File: src/rtl/dunc_pkg.sv
// Shared opcode constants and state encoding for the DUNC accumulator core.
package dunc_pkg;

    localparam logic [3:0] OP_LDA = 4'h0;
    localparam logic [3:0] OP_STA = 4'h1;
    localparam logic [3:0] OP_ADD = 4'h2;
    localparam logic [3:0] OP_JMP = 4'h3;
    localparam logic [3:0] OP_BAN = 4'h4;
    localparam logic [3:0] OP_SUB = 4'h5;
    localparam logic [3:0] OP_AND = 4'h6;
    localparam logic [3:0] OP_BZ  = 4'h7;
    localparam logic [3:0] OP_HLT = 4'hF;

    typedef enum logic [1:0] {
        S_FETCH  = 2'd0,
        S_DECODE = 2'd1,
        S_EXEC   = 2'd2,
        S_HALT   = 2'd3
    } state_e;

endpackage

File: src/rtl/dunc_alu.sv
// Accumulator update for the memory-operand instructions; any other opcode
// leaves the accumulator untouched (STA relies on this pass-through).
module dunc_alu
    import dunc_pkg::*;
#(
    parameter int DW = 16
) (
    input  logic [3:0]    op,
    input  logic [DW-1:0] ac,
    input  logic [DW-1:0] operand,
    output logic [DW-1:0] ac_next
);

    always_comb begin
        ac_next = ac;
        case (op)
            OP_LDA:  ac_next = operand;
            OP_ADD:  ac_next = ac + operand;
            OP_SUB:  ac_next = ac - operand;
            OP_AND:  ac_next = ac & operand;
            default: ac_next = ac;
        endcase
    end

endmodule

File: src/rtl/dunc_core.sv
// DUNC accumulator processor: handshake-driven FETCH/DECODE/EXEC/HALT machine
// with PC, IR and AC registers; works with any number of memory wait states.
module dunc_core
    import dunc_pkg::*;
#(
    parameter int              DW       = 16,
    parameter logic [DW-5:0]   RESET_PC = '0
) (
    input  logic          CLK,
    input  logic          RESET,
    output logic          MEM_REQ,
    output logic          MEM_WE,
    output logic [DW-5:0] MEM_ADDR,
    output logic [DW-1:0] MEM_WDATA,
    input  logic [DW-1:0] MEM_RDATA,
    input  logic          MEM_RDY,
    output logic [DW-5:0] PC_OUT,
    output logic [DW-1:0] AC_OUT,
    output logic [3:0]    IR_OUT,
    output logic          AZ,
    output logic          AN,
    output logic          HALTED
);

    localparam int AW = DW - 4;
    localparam logic [AW-1:0] PC_STEP = {{(AW-1){1'b0}}, 1'b1};

    state_e        state_q, state_d;
    logic [AW-1:0] pc_q, pc_d;
    logic [DW-1:0] ir_q, ir_d;
    logic [DW-1:0] ac_q, ac_d;
    logic [DW-1:0] alu_ac;
    logic [3:0]    op;
    logic [AW-1:0] opnd;

    assign op   = ir_q[DW-1:DW-4];
    assign opnd = ir_q[AW-1:0];

    dunc_alu #(.DW(DW)) u_alu (
        .op      (op),
        .ac      (ac_q),
        .operand (MEM_RDATA),
        .ac_next (alu_ac)
    );

    always_comb begin
        state_d = state_q;
        pc_d    = pc_q;
        ir_d    = ir_q;
        ac_d    = ac_q;

        case (state_q)
            S_FETCH: begin
                if (MEM_RDY) begin
                    ir_d    = MEM_RDATA;
                    pc_d    = pc_q + PC_STEP;
                    state_d = S_DECODE;
                end
            end
            S_DECODE: begin
                state_d = S_FETCH;
                case (op)
                    OP_JMP: pc_d = opnd;
                    OP_BAN: if (ac_q[DW-1]) pc_d = opnd;
                    OP_BZ:  if (ac_q == '0) pc_d = opnd;
                    OP_HLT: state_d = S_HALT;
                    OP_LDA, OP_STA, OP_ADD, OP_SUB, OP_AND: state_d = S_EXEC;
                    default: state_d = S_FETCH;
                endcase
            end
            S_EXEC: begin
                if (MEM_RDY) begin
                    ac_d    = alu_ac;
                    state_d = S_FETCH;
                end
            end
            S_HALT:  state_d = S_HALT;
            default: state_d = S_FETCH;
        endcase
    end

    // The request is gated by RESET so it drops the instant reset asserts.
    always_comb begin
        MEM_REQ   = 1'b0;
        MEM_WE    = 1'b0;
        MEM_ADDR  = (state_q == S_EXEC) ? opnd : pc_q;
        MEM_WDATA = ac_q;
        if (RESET) begin
            MEM_REQ = (state_q == S_FETCH) || (state_q == S_EXEC);
            MEM_WE  = (state_q == S_EXEC) && (op == OP_STA);
        end
    end

    always_ff @(posedge CLK or negedge RESET) begin
        if (!RESET) begin
            state_q <= S_FETCH;
            pc_q    <= RESET_PC;
            ir_q    <= '0;
            ac_q    <= '0;
        end else begin
            state_q <= state_d;
            pc_q    <= pc_d;
            ir_q    <= ir_d;
            ac_q    <= ac_d;
        end
    end

    assign PC_OUT = pc_q;
    assign AC_OUT = ac_q;
    assign IR_OUT = op;
    assign AZ     = (ac_q == '0);
    assign AN     = ac_q[DW-1];
    assign HALTED = (state_q == S_HALT);

endmodule
File: config.mk
export PLATFORM = sky130hd
export DESIGN_NAME = dunc_core
export DESIGN_NICKNAME = d
export VERILOG_FILES = /design/src/rtl/dunc_pkg.sv /design/src/rtl/dunc_alu.sv /design/src/rtl/dunc_core.sv
export SDC_FILE = /design/constraint.sdc
export NUM_CORES = 1
export LEC_CHECK = 0
export BUFFER_PORTS_ARGS = -buffer_cell sky130_fd_sc_hd__buf_4
export CORE_MARGIN = 2
export CORE_UTILIZATION = 45
export DETAILED_ROUTE_END_ITERATION = 16
export PLACE_DENSITY_LB_ADDON = 0.25
export SYNTH_ARGS = -nofsm -noshare
export SYNTH_HDL_FRONTEND = slang
export SYNTH_HIERARCHICAL = 1
export SYNTH_SLANG_ARGS = --single-unit
File: constraint.sdc
create_clock -name CLK -period 3.3 [get_ports CLK]
set_input_delay 0.165 -clock CLK [delete_from_list [all_inputs] [get_ports CLK]]
set_output_delay 0.165 -clock CLK [all_outputs]
set_load 0.01 [all_outputs]
### Word-level counts from Yosys, hierarchy flattened

Cells that the tools add are included.

| storage, ports and cells | value |
|---|---|
| flip-flop bits (word level) | 46 |
| bits in latches | 0 |
| memory bits (writable) | 0 |
| ROM bits | 0 |
| output and inout bits | 65 |
| memories | 0 |

| cells by class | value |
|---|---|
| $add $sub $neg | 3 |
| $mul | 0 |
| div/mod/pow operators | 0 |
| order comparisons | 0 |
| equal/unequal tests | 16 |
| shift operators | 0 |
| multiplexer cells | 13 |
| bitwise operators | 1 |
| reductions and logical operators | 12 |

Operators by type and width:

| cell | number |
|---|---|
| $pmux W16 S4 | 1 |
| $mux W12 | 4 |
| $pmux W12 S3 | 1 |
| $pmux W12 S2 | 1 |
| $add A16 B16 Y16 | 1 |
| $and A16 B16 Y16 | 1 |
| $eq A4 B3 Y1 const B | 4 |
| $logic_not A16 Y1 | 1 |
| $sub A16 B16 Y16 | 1 |
| $add A12 B1 Y12 const B | 1 |
| $eq A4 B2 Y1 const B | 2 |
| $pmux W2 S4 | 1 |
| $ne A3 B3 Y1 const B | 2 |
| $reduce_and A5 Y1 | 1 |
| $reduce_or A5 Y1 | 1 |
| $eq A2 B2 Y1 const B | 2 |
| $eq A4 B1 Y1 const B | 1 |
| $eq A4 B4 Y1 const B | 1 |
| $logic_not A4 Y1 | 1 |
| $mux W2 | 2 |
| $ne A2 B2 Y1 const B | 2 |
| $ne A4 B2 Y1 const B | 1 |
| $pmux W2 S2 | 1 |
| $reduce_and A2 Y1 | 2 |
| 8 further kinds | 9 |

### Logic depth before layout (Yosys ltp)

Gate-level depths: netlist of run 1.

| depth | value |
|---|---|
| depth after elaboration | 4 |
| depth in mapped cells | 15 |

### Hierarchy

Netlist of run 1, hierarchy kept.

Modules (own cells, without submodules):

| module | instances | cells each | area an instance (µm²) |
|---|---|---|---|
| dunc_core | 1 | 238 | 2587.5 |
| dunc_alu | 1 | 212 | 1531.5 |

### Least setup slack after synthesis of run 1

OpenSTA, ideal clock, no wires.

| timing path | value |
|---|---|
| path kind | flip-flop to flip-flop |
| start point | register ir_q[13] |
| end point | register ac_q[12] (netlist: AC_OUT[12]) |
| data arrival time | 3106 ps |
| data required time | 3175 ps |
| setup slack | 70 ps |
| cell stages (with the launch flop) | 13 |
| path buffers | 1 |
| period minus slack after synthesis | 3230 ps |
| cells stage by stage | dfrtp_1 > nand2b_1 > or3b_1 > clkbuf_1 > a21o_1 > fa_1 > nor2b_1 > o2111ai_1 > nand4_1 > nand3_1 > mux2i_1 > a221o_1 > mux2_2 |

| on the way | value |
|---|---|
| elaborated cells between the ends (all ways) | 7 |
| those cells by class | eq/ne: 3; mux: 1; reduce/logical: 3 |

RTL lines:

| what | RTL line | text |
|---|---|---|
| start, declared | dunc_core.sv:30 | `logic [DW-1:0] ir_q, ir_d;` |
| start signal, assigned | dunc_core.sv:103 | `ir_q <= ir_d;` |
| $eq A4 B3 Y1 (tied with other cells) | dunc_alu.sv:16 | `case (op)` |
| $pmux W16 S4 * | dunc_alu.sv:16 |  |
| named net alu_ac[12] | dunc_core.sv:32 | `logic [DW-1:0] alu_ac;` |
| end signal, assigned | dunc_core.sv:99 | `ac_q <= '0;` |
| end signal, assigned | dunc_core.sv:104 | `ac_q <= ac_d;` |
| end, declared | dunc_core.sv:31 | `logic [DW-1:0] ac_q, ac_d;` |

The timed path passes the listed nets; every way through them passes the cells marked *.
A chain may end at the register's enable or synchronous reset.

### Worst setup path after layout of run 1

| timing path | value |
|---|---|
| start point | register ir_q[13] |
| end point | register ac_q[14] (netlist: AC_OUT[14]) |

The elaborated chain is that of the path after synthesis.

==> parameters.txt, run 1 <==
Parameter                              Value

Synthesis
  Portion of synthesized cell area occupied by the leading cell type ... 0.279
  Net count of the mapped netlist ... about 490
  Synth Area per Inst ... approximately 9.2 um2
  Count of warnings emitted by yosys ... 6
  Cell accounting for the most synthesized area ... sky130_fd_sc_hd__dfrtp_1
  Number of synthesized flops with an enable pin ... 0
  Async set-or-reset flop fraction in the synthesized netlist ... 1.00
  Number of register bits inferred by synthesis ... 46
  Post-synthesis instance total ... 450
  Cell area after technology mapping ... roughly 4100 um2
  Seq/Total Area, Yosys ... 0.279
  Top post-synthesis cells by area ... sky130_fd_sc_hd__dfrtp_1, sky130_fd_sc_hd__mux2_2, sky130_fd_sc_hd__ha_1, sky130_fd_sc_hd__buf_4, sky130_fd_sc_hd__a21o_1
  Most instantiated flip-flop cell in the synthesis netlist ... sky130_fd_sc_hd__dfrtp_1
  Unique masters post-synth ... 67

Clock network
  TritonCTS buffer count ... 5
  Setup Fix Bufs, Post-CTS ... 0
  Deepest clock path buffer count ... 2
  Clk_lat worst skew ... about 300 ps
  TritonCTS clock tree ... built
  CTS Root Buffer Type ... sky130_fd_sc_hd__clkbuf_8
  Clock slew at the register clock pins of the worst setup and hold paths ... around 100 ps
  H-tree lvl count ... 2
  Num Clock Sinks ... between 40 and 50

Route
  Via count ... ~3800
  Detailed Route Iter0 Violations ... between 200 and 300
  Wire length after detailed routing ... ~12000 um
  Antenna Violating Nets Remaining ... 0
  Initial DRT Pass Iterations ... 6
  Drc violations ... 0
  Routed WL per cell ... 18.8 um
  DR vias/cell ... roughly 6

Floorplan
  Die outline height ... 99.7 um
  Die Footprint ... approximately 9900 um2
  I/O pin count ... 84
  Initial cell density of the core ... 0.468
  Horizontal die dimension ... around 100 um
  Site Rows ... 34
  Area of the placeable core ... about 9000 um2

Finish
  Commonest non-fill, non-tap cell in the layout ... sky130_fd_sc_hd__buf_4
  Final Cell Area ... slightly below 5000 um2
  Number of standard cells in the layout, taps in and fillers out ... about 630
  Number of fill cells ... approximately 790
  Count of nets after finishing ... approximately 560
  Fraction of layout cells with a size suffix above 1 ... 0.334
  Area overhead of the layout relative to synthesis ... 18.8%
  Count of antenna diodes in the layout ... 0
  Most frequent cells in the layout ... sky130_fd_sc_hd__buf_4, sky130_fd_sc_hd__dfrtp_1, sky130_fd_sc_hd__mux2_2

STA
  Hold WS ... around 83 ps
  Max frequency ... around 0.32 GHz
  Max Clock Skew ... 6.90 ps
  Pins over their slew limit ... 0
  Worst slew margin relative to its limit ... 0.386
  Final setup violating endpoints ... 0
  Transition time of the tightest slew-check pin ... between 900 and 1000 ps
  Final worst-path setup slack ... around 140 ps
  Ratio of final minimum period to clock period ... 0.957
  Minimum clock period after layout ... between 3000 and 4000 ps
  Hold Violations, Final ... 0

Setup path
  Required time of the critical path ... 3490 ps
  Sort of element at the start of the critical path ... flop
  Max Fanout on Critical Path ... 5
  Capturing element type of the critical path ... flop
  Reg2reg path depth ... 13
  Worst Setup Path Type ... reg -> reg
  Data arrival at the endpoint of the critical path ... 3350 ps

Place
  Area post-placement ... about 4800 um2
  Number of placed instances, taps included ... slightly above 600
  HPWL after detailed placement ... approximately 8400 um
  IO Port Bufs ... 83
  Setup slack at placement ... 56.2 ps
  Placer's final routability congestion estimate ... between 0.9 and 1

Run
  Number of max-cap violations ... 0

Power and ir drop
  Total power ... about 0.0054 W
  Leakage power of the design ... between 2 and 2.5 nW
  Worst supply voltage drop on vdd ... 0.000504 V
  Pwr per Cell Area ... 1110 nW/um2

Hold path
  Worst hold path class ... in -> reg
  Hold path depth ... 2

Global routing
  Largest net degree at the start of global routing ... 49
  Via count of the first global-routing pass ... between 3000 and 4000
  GRT Overall Usage ... 0.238
  Antenna violations before repair ... 0
  Global-route wire length before repair ... 18800 um
  Total congestion overflow after global routing ... 0

Run status
  Run status ... finished clean
area by class of cell:
| cell class | count | area, um2 | area share |
|---|---|---|---|
| clock buffer | 6 | 72.6 | 0.0148 |
| clock inverter | 2 | 37.5 | 0.00767 |
| inverter | 14 | 52.6 | 0.0107 |
| multi-input combinational | 350 | 2670 | 0.545 |
| sequential | 46 | 1150 | 0.235 |
| tap | 108 | 135 | 0.0276 |
| timing repair buffer | 103 | 776 | 0.159 |
cells in the mapped netlist, types with 3 or more instances:
| library cell | n |
|---|---|
| sky130_fd_sc_hd__a211oi_1 | 3 |
| sky130_fd_sc_hd__a21o_1 | 21 |
| sky130_fd_sc_hd__a21oi_1 | 26 |
| sky130_fd_sc_hd__a221o_1 | 4 |
| sky130_fd_sc_hd__a22oi_1 | 12 |
| sky130_fd_sc_hd__a2bb2oi_1 | 6 |
| sky130_fd_sc_hd__a31oi_1 | 8 |
| sky130_fd_sc_hd__and3_1 | 3 |
| sky130_fd_sc_hd__buf_2 | 7 |
| sky130_fd_sc_hd__buf_4 | 23 |
| sky130_fd_sc_hd__buf_6 | 3 |
| sky130_fd_sc_hd__clkbuf_1 | 7 |
| sky130_fd_sc_hd__dfrtp_1 | 46 |
| sky130_fd_sc_hd__ha_1 | 18 |
| sky130_fd_sc_hd__inv_1 | 13 |
| sky130_fd_sc_hd__mux2_2 | 41 |
| sky130_fd_sc_hd__mux2i_1 | 3 |
| sky130_fd_sc_hd__nand2_1 | 27 |
| sky130_fd_sc_hd__nand2b_1 | 4 |
| sky130_fd_sc_hd__nand3_1 | 9 |
| sky130_fd_sc_hd__nand3b_1 | 5 |
| sky130_fd_sc_hd__nand4_1 | 7 |
| sky130_fd_sc_hd__nor2_1 | 23 |
| sky130_fd_sc_hd__nor3_1 | 7 |
| sky130_fd_sc_hd__nor4_1 | 7 |
| sky130_fd_sc_hd__o21a_1 | 3 |
| sky130_fd_sc_hd__o21ai_0 | 15 |
| sky130_fd_sc_hd__o21ai_1 | 12 |
| sky130_fd_sc_hd__o21bai_1 | 3 |
| sky130_fd_sc_hd__o221ai_1 | 4 |
| sky130_fd_sc_hd__o22ai_1 | 6 |
| sky130_fd_sc_hd__o31ai_1 | 6 |
| sky130_fd_sc_hd__xnor2_1 | 15 |
| sky130_fd_sc_hd__xor2_1 | 9 |
state kept, by name, indices dropped and copies added, names as in the netlist:
register,cells
state_q,2
ir_q,16
AC_OUT,16
PC_OUT,12
layer usage:
layer	vias up	global-route usage	wire [um]
li1	1816	-	-
met1	1860	0.360	5480
met2	161	0.364	5370
met3	11	0.0316	852
met4	0	0.0453	113
met5	-	0	0
critical path, stage by stage (launching register included):
cell                       delay, ps
sky130_fd_sc_hd__dfrtp_1         390
sky130_fd_sc_hd__nand2b_1        210
sky130_fd_sc_hd__or3b_4          440
sky130_fd_sc_hd__buf_4           170
sky130_fd_sc_hd__nand2_1          70
sky130_fd_sc_hd__xor2_1          210
sky130_fd_sc_hd__ha_1            320
sky130_fd_sc_hd__o21a_1          190
sky130_fd_sc_hd__o21ai_1         150
sky130_fd_sc_hd__a21oi_2          90
sky130_fd_sc_hd__a41oi_1         250
sky130_fd_sc_hd__xor2_1          200
sky130_fd_sc_hd__o21ai_1          70
sky130_fd_sc_hd__mux2_2          290
final timing paths:
check                                     start                endpoint  slack, ps
max                        ir_q[13]$_DFFE_PN0P_  AC_OUT[14]$_DFFE_PN0P_        140
min                                     MEM_RDY  state_q[1]$_DFFE_PN0P_         80
max reg2reg                ir_q[13]$_DFFE_PN0P_  AC_OUT[14]$_DFFE_PN0P_        140
min reg2reg                 ir_q[7]$_DFFE_PN0P_     ir_q[7]$_DFFE_PN0P_        560
max in group asynchronous                 RESET   PC_OUT[3]$_DFFE_PN0P_       2440
min in group asynchronous                 RESET  AC_OUT[11]$_DFFE_PN0P_        410
stage by stage:
stage           util  setup TNS, ps
2_1_floorplan      -              0
3_3_place_gp   0.540              0
3_5_place_dp   0.540              0
4_1_cts        0.553              0
5_1_grt        0.556          -1.83
6_report       0.556              0
repair_timing:
item | 4_1_cts | 5_1_grt
hold endpoints to repair | 46 | 0
setup endpoints to repair | 0 | 3
resized for setup | 0 | 5
hold buffers | 1 | 0
kinds of logic after synthesis:
logic type	Yosys count	share of synthesized area
xor gates and xnor gates	25	0.0550
adders and majority gates	19	0.0595
and+or+nand+nor	118	0.168
AOI/OAI and AO/OA	144	0.241
DFF	46	0.279
buffers and inverters	54	0.0778
muxes	44	0.119
report_power, final:
| part | total, W | leakage, nW | internal [W] | switching (W) |
|---|---|---|---|---|
| clock network | 0.000440 | 0.0514 | 0.000227 | 0.000214 |
| logic | 0.00371 | 1.64 | 0.00179 | 0.00192 |
| registers | 0.00126 | 0.555 | 0.000834 | 0.000426 |
No activity file was read; power rests on OpenSTA's default activity.
==> run 2: changes to the inputs <==
clock period = 3.6 ns   (was 3.3 ns; I/O delays follow)
==> parameters.txt, run 2 (synthesis gave the netlist of run 1 again) <==
Parameter                              Value

Global routing
  Via count of the first global-routing pass ... 3505 (+0.29%)
  Total congestion overflow after global routing ... 0 (unchanged)
  GRT Overall Usage ... 0.226 (-0.0116)
  Antenna violations before repair ... 0 (unchanged)
  Largest net degree at the start of global routing ... 49 (unchanged)
  Global-route wire length before repair ... 18200 um (-3.7%)

Floorplan
  Horizontal die dimension ... 99.7 um (unchanged)
  Die Footprint ... 9930 um2 (unchanged)
  I/O pin count ... 84 (unchanged)
  Initial cell density of the core ... 0.468 (unchanged)
  Site Rows ... 34 (unchanged)
  Area of the placeable core ... 8810 um2 (unchanged)
  Die outline height ... 99.7 um (unchanged)

Finish
  Area overhead of the layout relative to synthesis ... 16.5%
  Most frequent cells in the layout ... sky130_fd_sc_hd__buf_4, sky130_fd_sc_hd__dfrtp_1, sky130_fd_sc_hd__mux2_2
  Commonest non-fill, non-tap cell in the layout ... sky130_fd_sc_hd__buf_4
  Final Cell Area ... 4800 um2 (-1.9%)
  Fraction of layout cells with a size suffix above 1 ... 0.318 (-0.0162)
  Final core utilization ... 0.545 (-0.0105)
  Count of nets after finishing ... 550 (-1.4%)
  Count of antenna diodes in the layout ... 0 (unchanged)

Clock network
  Clock slew at the register clock pins of the worst setup and hold paths ... 90 ps (about the same)
  Num Clock Sinks ... 46 (unchanged)
  CTS Root Buffer Type ... sky130_fd_sc_hd__clkbuf_8
  TritonCTS clock tree ... built
  Clk_lat worst skew ... 310 ps (about the same)
  H-tree lvl count ... 2 (unchanged)
  Deepest clock path buffer count ... 2 (unchanged)
  TritonCTS buffer count ... 5 (unchanged)
  Setup Fix Bufs, Post-CTS ... 0 (unchanged)

Place
  IO Port Bufs ... 83 (unchanged)
  Area post-placement ... 4690 um2 (-1.3%)
  Placer's final routability congestion estimate ... 0.874 (-4.4%)
  HPWL after detailed placement ... 8260 um (-1.7%)

Run status
  Run status ... finished clean

Power and ir drop
  Worst supply voltage drop on vdd ... 0.000419 V (-17%)
  Total power ... 0.00478 W (-12%)
  Pwr per Cell Area ... 996 nW/um2 (-10%)
  Leakage power of the design ... 2.19 nW (-2.3%)

STA
  Ratio of final minimum period to clock period ... 0.930 (-0.0271)
  Minimum clock period after layout ... 3350 ps (+190 ps)
  Final setup violating endpoints ... 0 (unchanged)
  Hold WS ... 87.7 ps (+4.27 ps)
  Max frequency ... 0.299 GHz (-5.7%)
  Transition time of the tightest slew-check pin ... 977 ps (+55.8 ps)
  Sum Neg Setup Slack ... 0 ps (unchanged)
  Hold Violations, Final ... 0 (unchanged)
  Worst slew margin relative to its limit ... 0.348 (-0.0372)
  Setup repair after global routing missed its margin ... no
  Max Clock Skew ... 9.15 ps (+2.25 ps)
  Pins over their slew limit ... 0 (unchanged)

Setup path
  Sort of element at the start of the critical path ... flop
  Capturing element type of the critical path ... flop
  Max Fanout on Critical Path ... 3 (-2)
  Required time of the critical path ... 3790 ps (+300 ps)
  Data arrival at the endpoint of the critical path ... 3540 ps (+190 ps)
  Worst Setup Path Type ... reg -> reg

Route
  Antenna Violating Nets Remaining ... 0 (unchanged)
  Initial DRT Pass Iterations ... 5 (-1)
  Via count ... 3766 (-2.1%)
  Wire length after detailed routing ... 11200 um (-4.9%)
  Drc violations ... 0 (unchanged)
  Routed WL per cell ... 18.1 um (-3.6%)
  Detailed Route Iter0 Violations ... 257 (-12%)
  DR vias/cell ... 6.06 (-0.87%)

Hold path
  Worst hold path class ... in -> reg

Run
  Number of max-cap violations ... 0 (unchanged)
==> run 2: final cells by class <==
type / count / area (um2)
clock buffers: 5 / 68.8
clock inverters: 3 / 23.8
flip-flops and latches: 46 / 1150
fillers: 800 / 4010
inverters: 14 / 52.6
multi-input cells: 350 / 2650
repair buffers: 95 / 716
well taps: 108 / 135
==> run 2: repair_timing <==
action,in CTS,in global routing
hold buffers,1,0
hold endpoints to repair,46,0
endpoints found under the setup margin,0,1
resized for setup,0,1
==> run 2: final timing paths <==
kind / slack, ps / cells after the start / endpoint / startpoint
max in group asynchronous: 2750 / 2 / PC_OUT[2]$_DFFE_PN0P_ / RESET
setup / recovery: 250 / 11 / AC_OUT[12]$_DFFE_PN0P_ / ir_q[13]$_DFFE_PN0P_
hold / removal: 90 / 2 / state_q[1]$_DFFE_PN0P_ / MEM_RDY
hold reg to reg: 560 / 1 / PC_OUT[9]$_DFFE_PN0P_ / ir_q[9]$_DFFE_PN0P_
min in group asynchronous: 420 / 2 / AC_OUT[15]$_DFFE_PN0P_ / RESET
setup reg to reg: 250 / 11 / AC_OUT[12]$_DFFE_PN0P_ / ir_q[13]$_DFFE_PN0P_
==> run 2: where the power goes <==
group / switching, W / leakage [nW] / total (W) / internal (W)
clock: 0.000197 / 0.0408 / 0.000336 / 0.000139
combinational: 0.00172 / 1.59 / 0.00329 / 0.00157
sequential: 0.000390 / 0.555 / 0.00116 / 0.000765
==> run 2: worst max-delay path, cell delays in order, from the launching register on <==
cell and delay (ps):
sky130_fd_sc_hd__dfrtp_1 390, sky130_fd_sc_hd__nand2b_1 220, sky130_fd_sc_hd__or3b_1 470, sky130_fd_sc_hd__a21o_1 240, sky130_fd_sc_hd__fa_1 430, sky130_fd_sc_hd__nor2b_1 180, sky130_fd_sc_hd__o2111ai_1 220, sky130_fd_sc_hd__nand4_1 220
sky130_fd_sc_hd__nand3_1 170, sky130_fd_sc_hd__mux2i_1 160, sky130_fd_sc_hd__a221o_1 290, sky130_fd_sc_hd__mux2_2 250
==> run 2: metrics by stage <==
step | instances | worst slack (ps)
finish | 621 | 251
global route | 621 | 154
CTS | 621 | 324
detailed placement | 612 | 196
global placement | 612 | 343
floorplan | 450 | 370
==> run 2: per-layer routing <==
metal / routed length, um / track usage / vias up
met5: 0 / 0 / -
met4: 106 / 0.0474 / 0
met3: 709 / 0.0330 / 8
met1: 5330 / 0.333 / 1810
met2: 5090 / 0.353 / 142
li1: - / - / 1806
==> run 3: changes to the inputs <==
CORE_UTILIZATION = 56   (was 45)
==> parameters.txt, run 3 (synthesis gave the netlist of run 1 again) <==
Parameter                              Value

Run status
  Run status ... finished clean

Finish
  Fraction of layout cells with a size suffix above 1 ... 0.318 (+0.000708)
  Area occupied by registers ... 1150 um2 (unchanged)
  Count of antenna diodes in the layout ... 0 (unchanged)
  Footprint of the multi-input gates ... 2650 um2 (-0.19%)
  Commonest non-fill, non-tap cell in the layout ... sky130_fd_sc_hd__buf_4
  Area overhead of the layout relative to synthesis ... 16.5% (unchanged)
  Number of fill cells ... 615 (-23%)
  Most frequent cells in the layout ... sky130_fd_sc_hd__buf_4, sky130_fd_sc_hd__dfrtp_1, sky130_fd_sc_hd__mux2_2
  Count of nets after finishing ... 552 (+0.36%)

STA
  Max Clock Skew ... 12.4 ps (+3.23 ps)
  Final setup violating endpoints ... 0 (unchanged)
  Worst slew margin relative to its limit ... 0.330 (-0.0187)
  Sum Neg Setup Slack ... 0 ps (unchanged)
  Ratio of final minimum period to clock period ... 0.935 (+0.00490)
  Final worst-path setup slack ... 233 ps (-17.6 ps)
  Transition time of the tightest slew-check pin ... 1010 ps (+28.1 ps)
  Hold Violations, Final ... 0 (unchanged)
  Minimum clock period after layout ... 3370 ps (+17.6 ps)
  Pins over their slew limit ... 0 (unchanged)
  Setup repair after global routing missed its margin ... no
  Max frequency ... 0.297 GHz (-0.52%)

Setup path
  Sort of element at the start of the critical path ... flop
  Worst Setup Path Type ... reg -> reg
  Slowest-stage cell, CP ... sky130_fd_sc_hd__nor3_1
  Crit path max-delay family ... simple AND/OR/NAND/NOR gates
  Most prevalent standard cell on the critical path ... sky130_fd_sc_hd__a21oi_1
  Required time of the critical path ... 3810 ps (+20 ps)
  Critical path, cell by cell ... nand2b_1, or3b_1, buf_4, nor2_1, a21o_1, inv_2, ha_1, a21oi_1, a21oi_1, nor3_1, o21ai_0, xnor2_1, o21ai_1, mux2_2
  Capturing element type of the critical path ... flop
  Data arrival at the endpoint of the critical path ... 3580 ps (+40 ps)
  Delay of the slowest critical-path stage ... 510 ps (+40 ps)
  Max Fanout on Critical Path ... 6 (+3)
  Buffers & Inverters on Critical Path ... 2 (+2)

Global routing
  Global-route wire length before repair ... 18500 um (+2.0%)
  Largest net degree at the start of global routing ... 49 (unchanged)
  Total congestion overflow after global routing ... 0 (unchanged)
  Via count of the first global-routing pass ... 3570 (+1.9%)
  GRT Overall Usage ... 0.280 (+0.0536)
  Antenna violations before repair ... 0 (unchanged)

Floorplan
  Die outline height ... 89.8 um (-9.9%)
  Horizontal die dimension ... 89.8 um (-9.9%)
  I/O pin count ... 84 (unchanged)
  Site Rows ... 31 (-8.8%)
  Initial cell density of the core ... 0.574 (+0.106)
  Die Footprint ... 8060 um2 (-19%)
  Area of the placeable core ... 7180 um2 (-19%)

Clock network
  TritonCTS buffer count ... 5 (unchanged)
  TritonCTS clock tree ... built
  Clk_lat worst skew ... 320 ps (about the same)
  CTS Root Buffer Type ... sky130_fd_sc_hd__clkbuf_8
  Resize count post-CTS ... 0 (unchanged)
  Deepest clock path buffer count ... 2 (unchanged)
  Num Clock Sinks ... 46 (unchanged)
  Clock slew at the register clock pins of the worst setup and hold paths ... 100 ps (about the same)
  H-tree lvl count ... 2 (unchanged)

Power and ir drop
  Switch Pwr ... 0.00233 W (+1.0%)
  Combinational share of power ... 0.692 (+0.004)
  Pwr per Cell Area ... 1000 nW/um2 (+0.74%)
  Worst supply voltage drop on vdd ... 0.000467 V (+11%)
  Internal Pwr Total ... 0.00249 W (+0.46%)
  Sequential Power Share ... 0.236 (-0.006)
  Switching fraction of total power ... 0.483 (+0.00143)
  Clk network pwr share ... 0.072 (+0.002)
  Leakage power of the design ... 2.20 nW (+0.62%)

Route
  Routed WL per cell ... 18.2 um (+0.49%)
  Detailed Route Iter0 Violations ... 415 (+61%)
  Via count ... 3882 (+3.1%)
  Drc violations ... 0 (unchanged)
  Antenna Violating Nets Remaining ... 0 (unchanged)
  Wire length after detailed routing ... 11200 um (-0.64%)
  DR vias/cell ... 6.32 (+4.3%)
  Initial DRT Pass Iterations ... 5 (unchanged)

Place
  Setup slack at placement ... 237 ps (+41.1 ps)
  IO Port Bufs ... 83 (unchanged)
  HPWL after detailed placement ... 7940 um (-3.9%)
  Placer's final routability congestion estimate ... 0.943 (+7.9%)

Hold path
  Worst hold path class ... in -> reg

Run
  Number of max-cap violations ... 0 (unchanged)
run 3: changes by cell type in the layout (fill, tap and decap cells not counted):
cell and delta:
sky130_fd_sc_hd__buf_4 +2, sky130_fd_sc_hd__clkinv_4 +1, sky130_fd_sc_hd__clkinvlp_4 -1, sky130_fd_sc_hd__nor3_1 +1, sky130_fd_sc_hd__nor3_2 -1
run 3: metal layers:
metal / share of wire / vias to the layer above / GRT usage
met4: 0.010 / 0 / 0.0615
met1: 0.46 / 1891 / 0.411
met2: 0.46 / 170 / 0.444
met3: 0.069 / 15 / 0.0344
met5: 0 / - / 0
li1: - / 1806 / -
run 3: cell type report:
class / instances / share of cell area
repair buffers: 97 / 0.152
clock buffers: 5 / 0.0143
inverters: 14 / 0.0109
flip-flops and latches: 46 / 0.240
well taps: 99 / 0.0258
multi-input cells: 350 / 0.552
clock inverters: 3 / 0.00521
run 3: worst paths after layout:
path                            slack (ps)  cells after the start                      to            startpoint
worst min-delay path                    60                      2  state_q[1]$_DFFE_PN0P_               MEM_RDY
min in group asynchronous              410                      2  AC_OUT[11]$_DFFE_PN0P_                 RESET
worst max-delay path                   230                     14   AC_OUT[9]$_DFFE_PN0P_  ir_q[13]$_DFFE_PN0P_
worst max register to register         230                     14   AC_OUT[9]$_DFFE_PN0P_  ir_q[13]$_DFFE_PN0P_
worst min register to register         560                      1   PC_OUT[9]$_DFFE_PN0P_   ir_q[9]$_DFFE_PN0P_
max in group asynchronous             2760                      2   PC_OUT[6]$_DFFE_PN0P_                 RESET
run 3: worst register-to-register path, cell delays in order (launching register included):
cell,delay (ps)
sky130_fd_sc_hd__dfrtp_1,380
sky130_fd_sc_hd__nand2b_1,210
sky130_fd_sc_hd__or3b_1,460
sky130_fd_sc_hd__buf_4,190
sky130_fd_sc_hd__nor2_1,90
sky130_fd_sc_hd__a21o_1,140
sky130_fd_sc_hd__inv_2,40
sky130_fd_sc_hd__ha_1,170
sky130_fd_sc_hd__a21oi_1,180
sky130_fd_sc_hd__a21oi_1,130
sky130_fd_sc_hd__nor3_1,510
sky130_fd_sc_hd__o21ai_0,230
sky130_fd_sc_hd__xnor2_1,180
sky130_fd_sc_hd__o21ai_1,70
sky130_fd_sc_hd__mux2_2,280
run 3: metrics by stage:
step	hold WS (ps)	util	instances	power [W]	instance area, um2
after floorplan	-116	-	450	0.00344	4120
after global placement	239	0.654	605	0.00434	4700
after detailed placement	240	0.654	605	0.00442	4700
after CTS	64.6	0.669	614	0.00479	4800
after global routing	63.2	0.669	614	0.00520	4800
final	64.2	0.669	614	0.00482	4800
run 3: what timing repair did:
item / CTS / global route
endpoints found under the hold margin: 46 / 0
hold buffers: 1 / 0
buffers inserted: 0 / 0
run 3: power groups by stage:
stage | logic, W | clock network [W] | registers, W
after floorplan | 0.00230 | 0 | 0.00114
after global placement | 0.00322 | 0 | 0.00112
after detailed placement | 0.00328 | 0 | 0.00113
after CTS | 0.00330 | 0.000361 | 0.00112
after global routing | 0.00364 | 0.000380 | 0.00118
final | 0.00334 | 0.000347 | 0.00113
